$ cat src/rtl/router_pkg.sv
// Shared mesh-router definitions: packet field positions, destination
// encoding and the west-hop dx update helper.
package router_pkg;

    localparam int PKT_W  = 16;
    localparam int DX_MSB = 15;
    localparam int DX_LSB = 12;

    typedef enum logic {
        DEST_LOCAL = 1'b0,
        DEST_WEST  = 1'b1
    } dest_t;

    // One hop west moves the packet one step closer to its target column.
    function automatic logic [DX_MSB-DX_LSB:0] next_dx_west(input logic [DX_MSB-DX_LSB:0] dx);
        return dx + 1'b1;
    endfunction

endpackage

$ cat src/rtl/route_classify_west.sv
// Combinational steering decision for a packet entering the west stage:
// picks the destination, rewrites dx for west hops, flags dx>0 as illegal.
module route_classify_west
    import router_pkg::*;
(
    input  logic [PKT_W-1:0] packet_i,
    output dest_t            dest_o,
    output logic [PKT_W-1:0] packet_o,
    output logic             illegal_o
);

    logic [DX_MSB-DX_LSB:0] dx;
    logic                   dxNegative;
    logic                   dxZero;

    assign dx         = packet_i[DX_MSB:DX_LSB];
    assign dxNegative = dx[DX_MSB-DX_LSB];
    assign dxZero     = (dx == '0);

    always_comb begin
        dest_o    = DEST_LOCAL;
        packet_o  = packet_i;
        illegal_o = 1'b0;
        if (dxNegative) begin
            dest_o   = DEST_WEST;
            packet_o = {next_dx_west(dx), packet_i[DX_LSB-1:0]};
        end else if (!dxZero) begin
            illegal_o = 1'b1;
        end
    end

endmodule

$ cat src/rtl/forward_west_stage.sv
// West-side forwarding stage: one registered holding slot with valid/ready
// handshakes toward the west neighbour and the local port.
module forward_west_stage
    import router_pkg::*;
(
    input  logic             clk,
    input  logic             rst,
    input  logic [PKT_W-1:0] packet_in,
    input  logic             valid_in,
    output logic             ready_in,
    output logic [PKT_W-1:0] packet_west,
    output logic             valid_west,
    input  logic             ready_west,
    output logic [PKT_W-1:0] packet_local,
    output logic             valid_local,
    input  logic             ready_local,
    output logic             drop_err
);

    logic             hold_valid_q, hold_valid_d;
    dest_t            hold_dest_q,  hold_dest_d;
    logic [PKT_W-1:0] hold_pkt_q,   hold_pkt_d;
    logic             drop_err_q,   drop_err_d;

    dest_t            cls_dest;
    logic [PKT_W-1:0] cls_pkt;
    logic             cls_illegal;

    logic             sel_ready;
    logic             drain;
    logic             accept;

    route_classify_west u_classify (
        .packet_i  (packet_in),
        .dest_o    (cls_dest),
        .packet_o  (cls_pkt),
        .illegal_o (cls_illegal)
    );

    // Only the ready of the port the held packet is headed for matters.
    assign sel_ready = (hold_dest_q == DEST_WEST) ? ready_west : ready_local;
    assign drain     = hold_valid_q && sel_ready;
    assign ready_in  = !hold_valid_q || sel_ready;
    assign accept    = valid_in && ready_in;

    always_comb begin
        hold_valid_d = hold_valid_q;
        hold_dest_d  = hold_dest_q;
        hold_pkt_d   = hold_pkt_q;
        drop_err_d   = 1'b0;
        if (drain) begin
            hold_valid_d = 1'b0;
        end
        if (accept) begin
            if (cls_illegal) begin
                drop_err_d = 1'b1;
            end else begin
                hold_valid_d = 1'b1;
                hold_dest_d  = cls_dest;
                hold_pkt_d   = cls_pkt;
            end
        end
    end

    always_ff @(posedge clk) begin
        if (rst) begin
            hold_valid_q <= 1'b0;
            hold_dest_q  <= DEST_LOCAL;
            hold_pkt_q   <= '0;
            drop_err_q   <= 1'b0;
        end else begin
            hold_valid_q <= hold_valid_d;
            hold_dest_q  <= hold_dest_d;
            hold_pkt_q   <= hold_pkt_d;
            drop_err_q   <= drop_err_d;
        end
    end

    assign valid_west   = hold_valid_q && (hold_dest_q == DEST_WEST);
    assign valid_local  = hold_valid_q && (hold_dest_q == DEST_LOCAL);
    assign packet_west  = hold_pkt_q;
    assign packet_local = hold_pkt_q;
    assign drop_err     = drop_err_q;

endmodule

$ cat config.mk
export PLATFORM = sky130hd
export DESIGN_NAME = forward_west_stage
export DESIGN_NICKNAME = d
export VERILOG_FILES = /design/src/rtl/router_pkg.sv /design/src/rtl/route_classify_west.sv /design/src/rtl/forward_west_stage.sv
export SDC_FILE = /design/constraint.sdc
export NUM_CORES = 1
export LEC_CHECK = 0
export CAP_MARGIN = 30
export CELL_PAD_IN_SITES_DETAIL_PLACEMENT = 0
export CELL_PAD_IN_SITES_GLOBAL_PLACEMENT = 1
export CORE_ASPECT_RATIO = 1.25
export CORE_MARGIN = 2
export CORE_UTILIZATION = 28
export DETAILED_ROUTE_END_ITERATION = 10
export GPL_TIMING_DRIVEN = 0
export HOLD_SLACK_MARGIN = 0.15
export PLACE_DENSITY_LB_ADDON = 0.1
export SYNTH_ARGS = -nofsm -noshare
export SYNTH_HDL_FRONTEND = slang
export SYNTH_SLANG_ARGS = --single-unit
$ cat constraint.sdc
create_clock -name clk -period 4.14 [get_ports clk]
set_clock_uncertainty 0.1 [all_clocks]
set_input_delay 1.242 -clock clk [delete_from_list [all_inputs] [get_ports clk]]
set_output_delay 1.242 -clock clk [all_outputs]
set_load 0.01 [all_outputs]
==> run metrics, run 1 <==
maximum VDD drop=0.134 mV; Layout Utilization=47.5%; Ports=57; die width=57.7 microns; overall routing resource usage=11.8%; Yosys top cell by area=dfxtp_1; period utilisation layout=92.5%; synthesized net count=136; vias per cell=4.36; top cell type's share of synthesized area=37.7%; Worst Hold Class=reg2reg; largest net degree at the start of global routing=12; max-slew violation count=0; Rows=24; Seq cells post-synth=19; worst rel slew slack=67.2%; Residual DRC=0; H-Tree Depth=1; diodes inserted=0; synth top area cells=dfxtp_1 (38%), mux2i_1 (16%), buf_4 (12%); CTS tree=built; Clock transition at path regs=0.07 ns; antenna-violating nets left=0; clk_lat worst skew=0.25 ns; Max Cap Viol=0; hpwl dp=1.91 mm; Slowest cell on crit path=clkdlybuf4s50_1; TritonCTS buffer count=3; total power=0.458 mW; drt total wl=2.39 mm; fin crit period=3.83 ns; clock tree sinks=19; Critical Path Most Common Cell=clkdlybuf4s50_1; Syn Inst Count=113; crit-path cells=clkdlybuf4s50_1 -> mux2i_1 -> nand2_1 -> clkdlybuf4s50_1; TritonRoute pass-1 iters=3; Crit path arrival time=2.49 ns; Top FF cell, synth=dfxtp_1; critical path fanouts, max=3; DR WL/cell=11.3 microns; Buf/Inv on CP=2; final-stage net count=196; GRT Residual Overflow=0; Syn Area/Cell=8.92 sq um; Worst setup SP type=primary input; synthesis-to-finish area growth=64.0%; static leakage=0.696 nW; Ys Warns=0; PortBufs=55; Post-Route Setup TNS=0 ns; GP Congestion=0.716; first-pass GRT wire length=3.82 mm; Hold WS=0.372 ns; Fmax=0.261 GHz; register area share after synthesis=37.7%; Final Cell Area=1650 sq um; most frequent cells in the layout=clkdlybuf4s50_1 (55), nand2_1 (31), dfxtp_1 (19), mux2i_1 (16), buf_4 (16); status=complete, no violations; most common cell after layout, fill and taps aside=clkdlybuf4s50_1; critical path class=in2out; Worst path max stage delay=0.54 ns; placed cells=207; starting DRC count in detailed routing=10; Cell Area, Placed=1610 sq um; pre-CTS WS=0.296 ns; RSZ-0062 raised after global routing=no; worst-case clock buffer depth=2; Reg2Reg Setup Slack=2.61 ns; Post-Syn Area=1010 sq um; P per Cell Area=277 nW/um^2; die area=4100 sq um; Die Y=71.1 microns; Setup Buffers After CTS=0; setup ws final=0.311 ns; Req. time, crit path=2.80 ns; core area=3480 sq um; Post-synth EDFFs=0; vias in the first global route=867; Final Hold Viols=0; CP delay by family, top=buffers and inverters; Root Driver=clkbuf_8; endpoints failing setup=0; Vias=920; initial antenna violation count=0; Worst Setup End Kind=output pin; Slew @ Worst Pin=0.491 ns; fraction of layout cells with a size suffix above 1=14.5%; final cell count without fillers=211; CTS-repair resized insts=0; Starting Density=29.0%; post-synthesis async set-or-reset flop share=0%; Yosys cell types=25; cts hold-fix bufs=0
[final cells by class]
cell class | instances | area [sq um]
buffer | 21 | 146
clock buffer | 3 | 41.3
clock inverter | 1 | 5.00
fill | 361 | 1830
inverter | 4 | 15.0
multi-input combinational | 69 | 467
sequential | 19 | 380
tap | 39 | 48.8
timing repair buffer | 55 | 551
[tightest hold or removal path, stage by stage, from the launching register on]
cell and delay (ns):
dfxtp_1 0.32, nand2_1 0.05, mux2i_1 0.05
[report_power, final]
group          total (mW)  switching (mW)  internal, mW  leakage (nW)
logic               0.126          0.0472        0.0791         0.515
clock network       0.129          0.0624        0.0668        0.0255
registers           0.203         0.00847         0.194         0.156
total               0.458           0.118         0.340         0.696
[kinds of logic after synthesis]
group	synth area share [%]
and+or+nand+nor	15.8
buffers and inverters	16.0
DFF	37.7
muxes	18.5
AOI/OAI and AO/OA	8.69
adders and majority gates	2.48
xor gates and xnor gates	0.869
[Yosys cell counts (2+ instances only)]
| master | n |
|---|---|
| o21ai_0 | 2 |
| dfxtp_1 | 19 |
| nand2_1 | 31 |
| inv_1 | 4 |
| clkbuf_1 | 4 |
| a21oi_1 | 2 |
| mux2i_1 | 16 |
| nor2b_1 | 2 |
| ha_1 | 2 |
| buf_4 | 16 |
[registers in the layout (all words and copies together) (netlist names)]
register / flops
hold_dest_q: 1
packet_local: 16
drop_err: 1
hold_valid_q: 1
[worst paths after layout]
kind | startpoint | endpoint | cells after the start
hold / removal | packet_local[7]$_SDFFE_PP0P_ | packet_local[7]$_SDFFE_PP0P_ | 2
setup / recovery | ready_west | ready_in | 4
setup reg to reg | hold_dest_q$_SDFFE_PP0P_ | packet_local[8]$_SDFFE_PP0P_ | 4
hold reg to reg | packet_local[7]$_SDFFE_PP0P_ | packet_local[7]$_SDFFE_PP0P_ | 2
[metal layers]
metal | share of wire (%) | routed length, microns | global-route usage [%]
met5 | 0 | 0 | 0
met4 | 0.71 | 17 | 3.88
met3 | 5.4 | 129 | 2.19
met2 | 51 | 1220 | 21.1
met1 | 43 | 1020 | 13.8
Note: power is estimated with default switching activity, not from simulation.
==> run 2, diff against run 1 <==
- CTS_CLUSTER_DIAMETER: not set -> 50
- SETUP_SLACK_MARGIN: not set -> 0.2
==> run 2 against run 1 <==
Compared with the run above:
- worst hold slack about the same
- sequential power about the same
- cell count unchanged
==> run metrics, run 2 (synthesized netlist as in run 1, its figures left out) <==
status=complete, no violations; antenna-violating nets left=0 (unchanged); TritonCTS buffer count=3 (unchanged); vias per cell=4.37 (+0.22%); RSZ-0062 raised after global routing=no; clk_lat worst skew=0.25 ns (about the same); most common cell after layout, fill and taps aside=clkdlybuf4s50_1; die area=4100 sq um (unchanged); overall routing resource usage=11.8% (unchanged); drt total wl=2.39 mm (unchanged); PortBufs=55 (unchanged); crit-path cells=clkdlybuf4s50_1 -> mux2i_2 -> nand2_1 -> clkdlybuf4s50_1; die width=57.7 microns (unchanged); static leakage=0.697 nW (+0.14%); CTS-repair resized insts=0 (unchanged); Fmax=0.262 GHz (+0.18%); clock tree sinks=19 (unchanged); setup ws final=0.318 ns (+0.00687 ns); Max Cap Viol=0 (unchanged); Worst Hold Class=reg2reg; final-stage net count=196 (unchanged); Rows=24 (unchanged); Req. time, crit path=2.80 ns (about the same); diodes inserted=0 (unchanged); Final Hold Viols=0 (unchanged); core area=3480 sq um (unchanged); Ports=57 (unchanged); P per Cell Area=276 nW/um^2 (-0.20%); pre-CTS WS=0.296 ns (unchanged); worst rel slew slack=67.2% (about the same); H-Tree Depth=1 (unchanged); maximum VDD drop=0.134 mV (+0.23%); Post-Route Setup TNS=0 ns (unchanged); Layout Utilization=47.6% (+0.11 points); largest net degree at the start of global routing=12 (unchanged); period utilisation layout=92.3% (-0.17 points); fin crit period=3.82 ns (-0.00687 ns); starting DRC count in detailed routing=9 (-1); max-slew violation count=0 (unchanged); Critical Path Most Common Cell=clkdlybuf4s50_1; fillers=360 (-0.28%); most frequent cells in the layout=clkdlybuf4s50_1 (55), nand2_1 (31), dfxtp_1 (19), buf_4 (16), mux2i_1 (15); Starting Density=29.0% (unchanged); total power=0.458 mW (about the same); vias in the first global route=867 (unchanged); Crit path arrival time=2.48 ns (about the same); Clock transition at path regs=0.07 ns (about the same); Worst path max stage delay=0.54 ns (about the same); critical path class=in2out; fraction of layout cells with a size suffix above 1=15.1% (+0.58 points); synthesis-to-finish area growth=64.4%; endpoints failing setup=0 (unchanged); Worst Setup End Kind=output pin; Residual DRC=0 (unchanged); Slew @ Worst Pin=0.491 ns (+0.00000167 ns); Root Driver=clkbuf_8; initial antenna violation count=0 (unchanged); DR WL/cell=11.3 microns (unchanged); first-pass GRT wire length=3.82 mm (unchanged); Vias=922 (+0.22%); Die Y=71.1 microns (unchanged); hpwl dp=1.91 mm (unchanged); Slowest cell on crit path=clkdlybuf4s50_1; TritonRoute pass-1 iters=3 (unchanged); worst-case clock buffer depth=2 (unchanged); GRT Residual Overflow=0 (unchanged); cts hold-fix bufs=0 (unchanged); Setup Buffers After CTS=0 (unchanged); Worst setup SP type=primary input; GP Congestion=0.716 (unchanged); critical path fanouts, max=3 (unchanged); CTS tree=built; max FFs per register=16 (unchanged)
run 2: critical path: cells and delay by family:
family / cells / cell delay, ns
buf+inv: 2 / 1.04
simple gates: 1 / 0.11
mux: 1 / 0.09
run 2: report_power, final:
| group | internal (mW) | switching, mW | leakage (nW) |
|---|---|---|---|
| combinational | 0.0796 | 0.0473 | 0.516 |
| sequential | 0.194 | 0.00858 | 0.156 |
| clock | 0.0668 | 0.0618 | 0.0255 |
| total | 0.340 | 0.118 | 0.697 |
run 2: area by class of cell:
class,count,area (sq um),share of cell area [%]
tap,39,48.8,2.94
timing repair buffer,55,551,33.2
inverter,4,15.0,0.906
buffer,21,146,8.83
clock inverter,1,5.00,0.302
multi-input combinational,69,470,28.4
clock buffer,3,41.3,2.49
sequential,19,380,22.9
run 2: path summary, 6_finish.rpt:
kind | slack (ns) | startpoint | depth (start not counted) | endpoint
worst max-delay path | 0.32 | ready_west | 4 | ready_in
worst min-delay path | 0.37 | packet_local[7]$_SDFFE_PP0P_ | 2 | packet_local[7]$_SDFFE_PP0P_
worst max register to register | 2.59 | hold_dest_q$_SDFFE_PP0P_ | 4 | packet_local[6]$_SDFFE_PP0P_
worst min register to register | 0.37 | packet_local[7]$_SDFFE_PP0P_ | 2 | packet_local[7]$_SDFFE_PP0P_
run 2: through the flow:
stage	cell area, sq um	hold slack (ns)	instances
after global routing	1660	0.389	211
final	1660	0.372	211
after global placement	1610	0.356	207
after detailed placement	1610	0.366	207
after floorplan	1010	0.391	113
after CTS	1650	0.376	211
run 2: routing by layer:
| layer | global-route usage, % | up-vias | part of all wire (%) |
|---|---|---|---|
| met2 | 21.1 | 31 | 51 |
| met1 | 13.8 | 414 | 43 |
| met4 | 3.88 | 0 | 0.71 |
| met3 | 2.19 | 2 | 5.4 |
| li1 | - | 475 | - |
| met5 | 0 | - | 0 |
